[config.mk]
export PLATFORM = sky130hd
export DESIGN_NAME = tt_capture7
export DESIGN_NICKNAME = d
export VERILOG_FILES = /design/src/rtl/tt_capture7.sv
export SDC_FILE = /design/constraint.sdc
export NUM_CORES = 1
export LEC_CHECK = 0
export ABC_AREA = 0
export BUFFER_PORTS_ARGS = -buffer_cell sky130_fd_sc_hd__buf_4
export CELL_PAD_IN_SITES_DETAIL_PLACEMENT = 0
export CELL_PAD_IN_SITES_GLOBAL_PLACEMENT = 2
export CORE_ASPECT_RATIO = 0.7
export CORE_UTILIZATION = 32
export DETAILED_ROUTE_END_ITERATION = 12
export PLACE_DENSITY = 0.84
export RECOVER_POWER = 25
export SLEW_MARGIN = 20
export SYNTH_ARGS = -nofsm -noshare
export SYNTH_HDL_FRONTEND = slang
export SYNTH_SLANG_ARGS = --single-unit
[constraint.sdc]
create_clock -name clk -period 3.24 [get_ports clk]
set_input_delay 0.648 -clock clk [delete_from_list [all_inputs] [get_ports clk]]
set_output_delay 0.648 -clock clk [all_outputs]
set_load 0.01 [all_outputs]
[src/rtl/tt_capture7.sv]
// tt_capture7: sweeps all 128 input combinations of a 7-input function under
// test, assembles its truth table, then streams it out as 32 hex nibbles,
// most significant nibble first.
//
// state | meaning
// IDLE  | waiting for start; probe held at 0, table stable
// SWEEP | driving probe 0..127 and sampling f_in into tt
// EMIT  | presenting tt nibbles 31..0 on a valid/ready stream
module tt_capture7 #(
  parameter int SAMPLE_LAT = 0
) (
  input  logic         clk,
  input  logic         rst,
  input  logic         start,
  output logic [6:0]   probe,
  input  logic         f_in,
  output logic [3:0]   nib,
  output logic         nib_valid,
  input  logic         nib_ready,
  output logic [127:0] tt,
  output logic         busy,
  output logic         done
);

  typedef enum logic [1:0] {IDLE, SWEEP, EMIT} state_t;

  // Pipeline depth is at least one so the arrays stay legal when SAMPLE_LAT=0;
  // in that case the pipeline is bypassed.
  localparam int PD = (SAMPLE_LAT > 0) ? SAMPLE_LAT : 1;

  state_t         state_q, state_d;
  logic [6:0]     cnt_q, cnt_d;
  logic           drv_done_q, drv_done_d;
  logic [127:0]   tt_q, tt_d;
  logic [4:0]     j_q, j_d;
  logic [4:0]     j_m1;
  logic [3:0]     nib_q, nib_d;
  logic           nib_valid_q, nib_valid_d;
  logic           done_q, done_d;
  logic [6:0]     idx_pipe_q [PD];
  logic           vld_pipe_q [PD];
  logic           drv_vld;
  logic [6:0]     smp_idx;
  logic           smp_vld;

  assign probe     = (state_q == SWEEP) ? cnt_q : 7'd0;
  assign tt        = tt_q;
  assign nib       = nib_q;
  assign nib_valid = nib_valid_q;
  assign busy      = (state_q != IDLE);
  assign done      = done_q;

  // Sample index/valid: the driven index delayed by SAMPLE_LAT cycles.
  always_comb begin
    drv_vld = (state_q == SWEEP) && !drv_done_q;
    smp_idx = (SAMPLE_LAT == 0) ? cnt_q   : idx_pipe_q[PD-1];
    smp_vld = (SAMPLE_LAT == 0) ? drv_vld : vld_pipe_q[PD-1];
    j_m1    = j_q - 5'd1;
  end

  // Next-state and datapath updates for the capture sequence.
  always_comb begin
    state_d     = state_q;
    cnt_d       = cnt_q;
    drv_done_d  = drv_done_q;
    tt_d        = tt_q;
    j_d         = j_q;
    nib_d       = nib_q;
    nib_valid_d = nib_valid_q;
    done_d      = 1'b0;
    case (state_q)
      IDLE: begin
        if (start) begin
          state_d    = SWEEP;
          cnt_d      = 7'd0;
          drv_done_d = 1'b0;
          tt_d       = '0;
          j_d        = 5'd31;
        end
      end
      SWEEP: begin
        if (!drv_done_q) begin
          if (cnt_q == 7'd127) drv_done_d = 1'b1;
          else                 cnt_d = cnt_q + 7'd1;
        end
        if (smp_vld) begin
          tt_d[smp_idx] = f_in;
          if (smp_idx == 7'd127) begin
            // Load the first nibble from the table including this last write.
            state_d     = EMIT;
            nib_d       = tt_d[127:124];
            nib_valid_d = 1'b1;
            j_d         = 5'd31;
          end
        end
      end
      EMIT: begin
        if (nib_ready) begin
          if (j_q == 5'd0) begin
            state_d     = IDLE;
            nib_valid_d = 1'b0;
            done_d      = 1'b1;
          end else begin
            j_d   = j_m1;
            nib_d = tt_q[{j_m1, 2'b00} +: 4];
          end
        end
      end
      default: state_d = IDLE;
    endcase
  end

  // State registers plus the index/valid sample pipeline.
  always_ff @(posedge clk) begin
    if (rst) begin
      state_q     <= IDLE;
      cnt_q       <= 7'd0;
      drv_done_q  <= 1'b0;
      tt_q        <= '0;
      j_q         <= 5'd0;
      nib_q       <= 4'd0;
      nib_valid_q <= 1'b0;
      done_q      <= 1'b0;
      for (int i = 0; i < PD; i++) begin
        idx_pipe_q[i] <= 7'd0;
        vld_pipe_q[i] <= 1'b0;
      end
    end else begin
      state_q     <= state_d;
      cnt_q       <= cnt_d;
      drv_done_q  <= drv_done_d;
      tt_q        <= tt_d;
      j_q         <= j_d;
      nib_q       <= nib_d;
      nib_valid_q <= nib_valid_d;
      done_q      <= done_d;
      if (state_q == IDLE && start) begin
        for (int i = 0; i < PD; i++) vld_pipe_q[i] <= 1'b0;
      end else if (state_q == SWEEP) begin
        idx_pipe_q[0] <= cnt_q;
        vld_pipe_q[0] <= drv_vld;
        for (int i = 1; i < PD; i++) begin
          idx_pipe_q[i] <= idx_pipe_q[i-1];
          vld_pipe_q[i] <= vld_pipe_q[i-1];
        end
      end
    end
  end

endmodule

[Word level (Yosys, flattened, before mapping)]
Cells that the tools add are included.
Operators by class
  add/sub/neg operators: 2
  magnitude comparators: 2
  equality and inequality tests: 11
  shifts and indexed selects: 1
  multiplexer cells: 38
  bitwise logic cells: 2
  reduce and logical (&&, ||, !) cells: 17
Operators with widths (count)
  $mux W128: 2
  $pmux W128 S2: 1
  $bwmux W128: 1
  $shiftx A128 B8 Y4: 1
  $mux W7: 4
  $mux W5: 5
  $mux W4: 4
  $pmux W5 S3: 1
  $reduce_and A5 Y1: 3
  $ne A2 B2 Y1 const B: 7
  $pmux W7 S2: 1
  $mux W2: 5
  $mux W1: 9
  $lt A7 B8 Y1 const B: 1
  $pmux W4 S2: 1
  $add A7 B1 Y7 const B: 1
  $demux W1 S7: 1
  $eq A7 B7 Y1 const B: 1
  $ge A7 B1 Y1 const B: 1
  $pmux W2 S3: 1
  $reduce_and A6 Y1: 1
  $reduce_bool A2 Y1: 3
  $logic_not A5 Y1: 1
  $sub A5 B1 Y5 const B: 1
  13 further kinds: 16
Word-level totals
  bits in registers: 149
  input port bits: 5
  output and inout bits: 142
  word-level logic and storage cells: 81

[Logic depth before layout (Yosys ltp)]
Gate-level depths: netlist of the first run.
  depth after elaboration: 8
  gate-level depth with buffers: 11
  depth with buffers taken out: 8

[Worst setup path after synthesis of the first run]
Ideal clock, no wire load.
  path kind: register to register
  start point: register j_q[0]
  end point: register nib_q[3] (netlist: nib[3])
  setup time: 0.115 ns
  arrival: 2.173 ns
  data required time: 3.125 ns
  path slack: 0.952 ns
  cell stages (with the launch flop): 9
  path buffers: 1
  period minus slack after synthesis: 2.288 ns
  cells stage by stage: dfxtp_1 buf_2 inv_2 ha_1 xnor2_1 mux4_1 mux2i_1 o21ai_0 o21a_1
Between the ends
  longest elaborated chain between the ends: 5
  elaborated cells on any way between the ends: 8
  classes of those cells: add/sub: 1; eq/ne: 1; shift: 1; mux: 3; reduce/logical: 2
RTL lines
  start, declared: RTL line 35  | logic [4:0] j_q, j_d;
  start signal, assigned: RTL line 133  | j_q <= j_d;
  $sub A5 B1 Y5: RTL line 58  | j_m1 = j_q - 5'd1;
  $shiftx A128 B8 Y4: RTL line 105  | nib_d = tt_q[{j_m1, 2'b00} +: 4];
  $mux W4: RTL line 99  | if (j_q == 5'd0) begin
  $mux W4: RTL line 98  | if (nib_ready) begin
  $pmux W4 S2: RTL line 71  | case (state_q)
  end signal, assigned: RTL line 134  | nib_q <= nib_d;
  end, declared: RTL line 37  | logic [3:0] nib_q, nib_d;
Parallel ways exist; a longest one is shown, timed or not. The select of a mux whose other input is x is not followed.
A chain may end at the register's enable or synchronous reset.

[Worst setup path in the final report of the first run]
  start point: register cnt_q[4]
  end point: register nib_q[1] (netlist: nib[1])
Between the ends
  longest elaborated chain between the ends: 8
  elaborated cells on any way between the ends: 12
  classes of those cells: order compare: 2; eq/ne: 2; mux: 6; reduce/logical: 2
RTL lines
  start, declared: RTL line 32  | logic [6:0] cnt_q, cnt_d;
  start signal, assigned: RTL line 130  | cnt_q <= cnt_d;
  $lt A7 B8 Y1 (implied by the code) or $ge A7 B1 Y1 (tied branches): RTL line 87  | tt_d[smp_idx] = f_in;
  $logic_and A1 B1 Y1 (implied by the code): RTL line 87
  $mux W1 (implied by the code): RTL line 87
  $demux W1 S7: RTL line 87
  $bwmux W128: RTL line 87
  $mux W4: RTL line 88  | if (smp_idx == 7'd127) begin
  $mux W4: RTL line 86  | if (smp_vld) begin
  $pmux W4 S2: RTL line 71
Parallel ways exist; a longest one is shown, timed or not. The select of a mux whose other input is x is not followed.

==> flow_summary.json, run 1 <==
{
  "status": "finished, final reports clean",
  "diodes": 0,
  "numClockSinks": 149,
  "dr.pass1.iters": 7,
  "finalNetCount": 1156,
  "ios": 147,
  "grt_usage": 0.275,
  "dpl.hpwl_um": 22900,
  "drc": 0,
  "rsz0062_at_grt": "false",
  "fin_crit_sh": 0.904,
  "hold_class": "reg -> reg",
  "cp.arrival_ns": 3.22,
  "grt_max_degree": 72,
  "drv_cap": 0,
  "seq_area_um2": 2980,
  "h-tree-depth": 4,
  "async_flop_share": 0,
  "seq_area_frac_synth": 0.382,
  "rows": 47,
  "vias": 8498,
  "skew_ns": 0.0135,
  "synth_fp_nets": 1050,
  "place.gp.congestion": 0.913,
  "p_leak_nw": 3.36,
  "clock.fmax_ghz": 0.341,
  "grt_pass1_wl_um": 51400,
  "fillCellCount": 2524,
  "die_area_um2": 25000,
  "grt_antenna_before_repair": 0,
  "multiInputGateArea_um2": 4370,
  "setup_viol": 0,
  "endpoint_kind": "flop",
  "slew_violations": 0,
  "io_buffers": 146,
  "layout_common_cells": "240 x a21oi_1, 180 x nand2_1, 149 x dfxtp_1",
  "required_ns": 3.53,
  "netlist_area_um2": 7800,
  "cts_root_buf": "clkbuf_16",
  "wl_met3_um": 2910,
  "die_height_um": 133,
  "synth-seq-cells": 149,
  "core_um2": 23800,
  "clk_pin_slew_worst_paths_ns": 0.06,
  "drive_gt1_frac": 0.158,
  "final_common_cell": "a21oi_1",
  "tns_ns": 0,
  "yosysWarnings": 0,
  "dr.max_layer_used": "met4",
  "finalInstanceArea_um2": 9560,
  "wl_met1_um": 16200,
  "worst_slew_pin_slew_ns": 0.793,
  "wl_um": 34400,
  "wire_per_inst_um": 23.3,
  "irDropWorstVdd_v": 0.000368,
  "timing.hold.ws_ns": 0.502,
  "postSynthCellCount": 1043,
  "critical_path_class": "reg -> reg",
  "cts_tree": "built",
  "first_global_vias": 7691,
  "maxSlewHeadroom": 0.471,
  "synth-edff-count": 0,
  "syn_to_final_growth_pct": 22.5,
  "die_w_um": 189,
  "met2_length_um": 14600,
  "vias_per_cell": 5.75,
  "clockBufferDepth": 2,
  "yosys.cell_types.count": 53,
  "final_hold_viol_count": 0,
  "finalCriticalPeriod_ns": 2.93,
  "clk_latency_ns": 0.44,
  "cts-buffers-inserted": 17,
  "placed_cell_area_um2": 9230,
  "worst_slack_ns": 0.310,
  "synth_area_per_cell_um2": 7.48,
  "grt-ovfl-total": 0,
  "floorplan.initialDensity": 0.328,
  "detail-route-antenna-nets": 0,
  "synth-main-ff-cell": "dfxtp_1",
  "post-cts-setup-buffers": 0,
  "cp_max_fo": 12,
  "dr.first_iter.drc_count": 1056,
  "cts.hold.buffers_added": 0,
  "post-place-ws_ns": 0.471,
  "critPathLaunchType": "flop",
  "p_per_area_nw_per_um2": 470,
  "post_cts_resized": 0
}
==> state kept, by name, summed over array words and instances (netlist names) <==
| register | flops |
|---|---|
| cnt_q | 7 |
| done | 1 |
| drv_done_q | 1 |
| j_q | 5 |
| nib | 4 |
| nib_valid | 1 |
| state_q | 2 |
| tt | 128 |
==> area by class of cell <==
class / instances / share of cell area
sequential: 149 / 0.312
multi-input combinational: 785 / 0.457
clock inverter: 13 / 0.0192
tap: 318 / 0.0416
timing repair buffer: 192 / 0.124
inverter: 4 / 0.00157
clock buffer: 18 / 0.0449
==> report_power, final <==
| part | internal (W) | switching (W) | leakage (nW) |
|---|---|---|---|
| combinational | 0.000152 | 0.000347 | 1.87 |
| clock | 0.00128 | 0.000851 | 0.292 |
| sequential | 0.00184 | 0.0000176 | 1.20 |
| total | 0.00327 | 0.00122 | 3.36 |
==> path summary, 6_finish.rpt <==
path,startpoint,endpoint,slack [ns],cells past startpoint
min reg2reg,tt[38]$_SDFFE_PP0P_,tt[38]$_SDFFE_PP0P_,0.50,2
max reg2reg,cnt_q[4]$_SDFFE_PP0P_,nib[1]$_SDFFE_PP0P_,0.31,6
max,cnt_q[4]$_SDFFE_PP0P_,nib[1]$_SDFFE_PP0P_,0.31,6
min,tt[38]$_SDFFE_PP0P_,tt[38]$_SDFFE_PP0P_,0.50,2
==> Yosys cell counts, types with 7 or more instances <==
library cell	count	share of area
a21oi_1	240	0.15
nand2_1	180	0.087
dfxtp_1	149	0.38
o21ai_0	119	0.076
clkbuf_1	70	0.034
nor2_1	54	0.026
nand3_1	32	0.021
buf_2	26	0.017
mux2i_1	21	0.027
a32oi_1	13	0.015
mux4_2	13	0.038
a31oi_1	11	0.0088
nand2b_1	10	0.0080
nor3_1	10	0.0064
and2_1	9	0.0072
and3_1	8	0.0064
a22oi_1	7	0.0067
nand4_1	7	0.0056
==> kinds of logic after synthesis <==
group                      synth area share
and+or+nand+nor                       0.190
adders and majority gates           0.00321
DFF                                   0.382
buffers and inverters                0.0604
muxes                                0.0726
xor gates and xnor gates             0.0125
AOI/OAI and AO/OA                     0.279
==> through the flow <==
step	total power, W	util	cells
finish	0.00449	0.402	1479
global route	0.00462	0.402	1479
CTS	0.00450	0.414	1479
detailed placement	0.00239	0.388	1448
global placement	0.00239	0.388	1448
floorplan	0.00226	-	1043
==> critical path, stage by stage, from the launching register on <==
cell	delay, ns
dfxtp_1	0.63
and4_1	0.61
nand3_1	0.34
o21ai_1	0.66
o221ai_1	0.24
a31oi_1	0.21
a211oi_1	0.09
==> layer usage <==
metal  GRT usage  vias to the layer above
met1       0.407                     4120
met5           0                        -
met4      0.0883                        0
met3      0.0621                       46
met2       0.388                      420
li1            -                     3912
Power figures use the tool's default switching activity.
==> run 2: changes to the inputs <==
--- a/config.mk
+++ b/config.mk
@@ -5,7 +5,6 @@
 export SDC_FILE = /design/constraint.sdc
 export NUM_CORES = 1
 export LEC_CHECK = 0
-export ABC_AREA = 0
 export BUFFER_PORTS_ARGS = -buffer_cell sky130_fd_sc_hd__buf_4
 export CELL_PAD_IN_SITES_DETAIL_PLACEMENT = 0
 export CELL_PAD_IN_SITES_GLOBAL_PLACEMENT = 2
==> constraint.sdc (replaced) <==
create_clock -name clk -period 2.9 [get_ports clk]
set_input_delay 0.58 -clock clk [delete_from_list [all_inputs] [get_ports clk]]
set_output_delay 0.58 -clock clk [all_outputs]
set_load 0.01 [all_outputs]
==> run 2 against run 1 <==
  * Via count about the same
  * Clock power up 22%
  * Die area unchanged
  * Sequential cell count unchanged
  * First-iteration DRC count up 3.9%
  * Clock skew up 0.0035 ns
  * Combinational power up 19%
  * Critical path depth up 2
  * Non-clock buffer count up 15
  * Count of clock-buffer cells in the layout up 1
  * Worst setup slack better by 0.098 ns
  * Highest routed layer unchanged
==> flow_summary.json, run 2 (same netlist as run 1, synthesis figures left out) <==
{
  "hold_class": "reg -> reg",
  "die_area_um2": 25000,
  "cp_max_fo": 18,
  "grt-ovfl-total": 0,
  "rsz0062_at_grt": "false",
  "fin_cells": 1494,
  "wire_per_inst_um": 22.7,
  "grt_pass1_wl_um": 50300,
  "clk_pin_slew_worst_paths_ns": 0.07,
  "setup_viol": 0,
  "vias": 8493,
  "finalNetCount": 1171,
  "die_w_um": 189,
  "slew_violations": 0,
  "dpl.hpwl_um": 23200,
  "worst_slew_pin_slew_ns": 0.808,
  "fin_util": 0.412,
  "maxSlewHeadroom": 0.459,
  "syn_to_final_growth_pct": 25.4,
  "p_per_area_nw_per_um2": 537,
  "first_global_vias": 7543,
  "cp.arrival_ns": 2.78,
  "layout_common_cells": "240 x a21oi_1, 180 x nand2_1, 149 x dfxtp_1",
  "clock.fmax_ghz": 0.401,
  "wl_met3_um": 2600,
  "diodes": 0,
  "finalCriticalPeriod_ns": 2.49,
  "ios": 147,
  "irDropWorstVdd_v": 0.000458,
  "detail-route-antenna-nets": 0,
  "dr.max_layer_used": "met4",
  "p_leak_nw": 3.49,
  "io_buffers": 146,
  "tns_ns": 0,
  "cts-buffers-inserted": 17,
  "rows": 47,
  "die_height_um": 133,
  "status": "finished, final reports clean",
  "floorplan.initialDensity": 0.328,
  "drv_cap": 0,
  "clockBufferDepth": 2,
  "fin_crit_sh": 0.860,
  "clk_latency_ns": 0.45,
  "required_ns": 3.19,
  "timing.hold.ws_ns": 0.498,
  "met2_length_um": 14100,
  "grt_max_degree": 110,
  "grt_usage": 0.269,
  "final_hold_viol_count": 0,
  "grt_antenna_before_repair": 0,
  "core_um2": 23800,
  "vias_per_cell": 5.68,
  "wl_um": 34000,
  "drc": 0,
  "numClockSinks": 149,
  "cts_tree": "built",
  "final_common_cell": "a21oi_1",
  "post-cts-setup-buffers": 0,
  "place_inst": 1463,
  "dr.pass1.iters": 7,
  "critPathLaunchType": "flop",
  "h-tree-depth": 4,
  "dr.first_iter.drc_count": 1097,
  "endpoint_kind": "flop",
  "cts.hold.buffers_added": 0,
  "drive_gt1_frac": 0.169,
  "cts_root_buf": "clkbuf_16",
  "place.gp.congestion": 0.924,
  "wl_met1_um": 16700,
  "skew_ns": 0.0170,
  "post_cts_resized": 0,
  "critical_path_class": "reg -> reg",
  "largest_reg_flops": 128
}
==> run 2: cell types whose count changed in the layout (fill, tap and decap cells not counted), sizes merged <==
cell | previous run | this run
buf | 121 | 135
clkinv | 6 | 1
bufinv | 4 | 6
clkbuf | 89 | 91
inv | 4 | 6
==> run 2: layout make-up <==
cell class | count | area [um2]
timing repair buffer | 207 | 1350
clock inverter | 12 | 225
clock buffer | 19 | 443
fill | 2519 | 14000
sequential | 149 | 2980
tap | 318 | 398
multi-input combinational | 785 | 4380
inverter | 4 | 15.0
==> run 2: power by group <==
group	switching, W	internal (W)	total, W
logic	0.000408	0.000189	0.000597
clock network	0.000955	0.00164	0.00259
registers	0.0000161	0.00206	0.00207
total	0.00138	0.00388	0.00526
==> run 2: metal layers <==
metal  global-route usage  vias to the layer above
li1                     -                     3937
met4               0.0699                        0
met5                    0                        -
met2                0.372                      374
met3               0.0557                       44
met1                0.415                     4138
==> run 2: path summary, 6_finish.rpt <==
| kind | startpoint | endpoint | slack [ns] | cells after the start |
|---|---|---|---|---|
| setup / recovery | j_q[1]$_SDFFE_PP0P_ | nib[1]$_SDFFE_PP0P_ | 0.41 | 8 |
| hold / removal | tt[74]$_SDFFE_PP0P_ | tt[74]$_SDFFE_PP0P_ | 0.50 | 2 |
| setup reg to reg | j_q[1]$_SDFFE_PP0P_ | nib[1]$_SDFFE_PP0P_ | 0.41 | 8 |
| hold reg to reg | tt[74]$_SDFFE_PP0P_ | tt[74]$_SDFFE_PP0P_ | 0.50 | 2 |
==> run 2: per-stage QoR <==
stage | power (W) | setup slack, ns | area, um2
finish | 0.00526 | 0.407 | 9790
detailed placement | 0.00270 | 0.450 | 9390
floorplan | 0.00252 | 0.612 | 7800
global placement | 0.00270 | 0.499 | 9390
global route | 0.00542 | 0.228 | 9790
CTS | 0.00528 | 0.442 | 10100
==> run 2: critical path, stage by stage, from the launching register on <==
cell and delay (ns):
dfxtp_1 0.33, inv_1 0.06, ha_1 0.37, xor2_4 0.42
buf_4 0.35, mux2i_1 0.35, o221ai_1 0.17, a31oi_1 0.19
a211oi_1 0.09
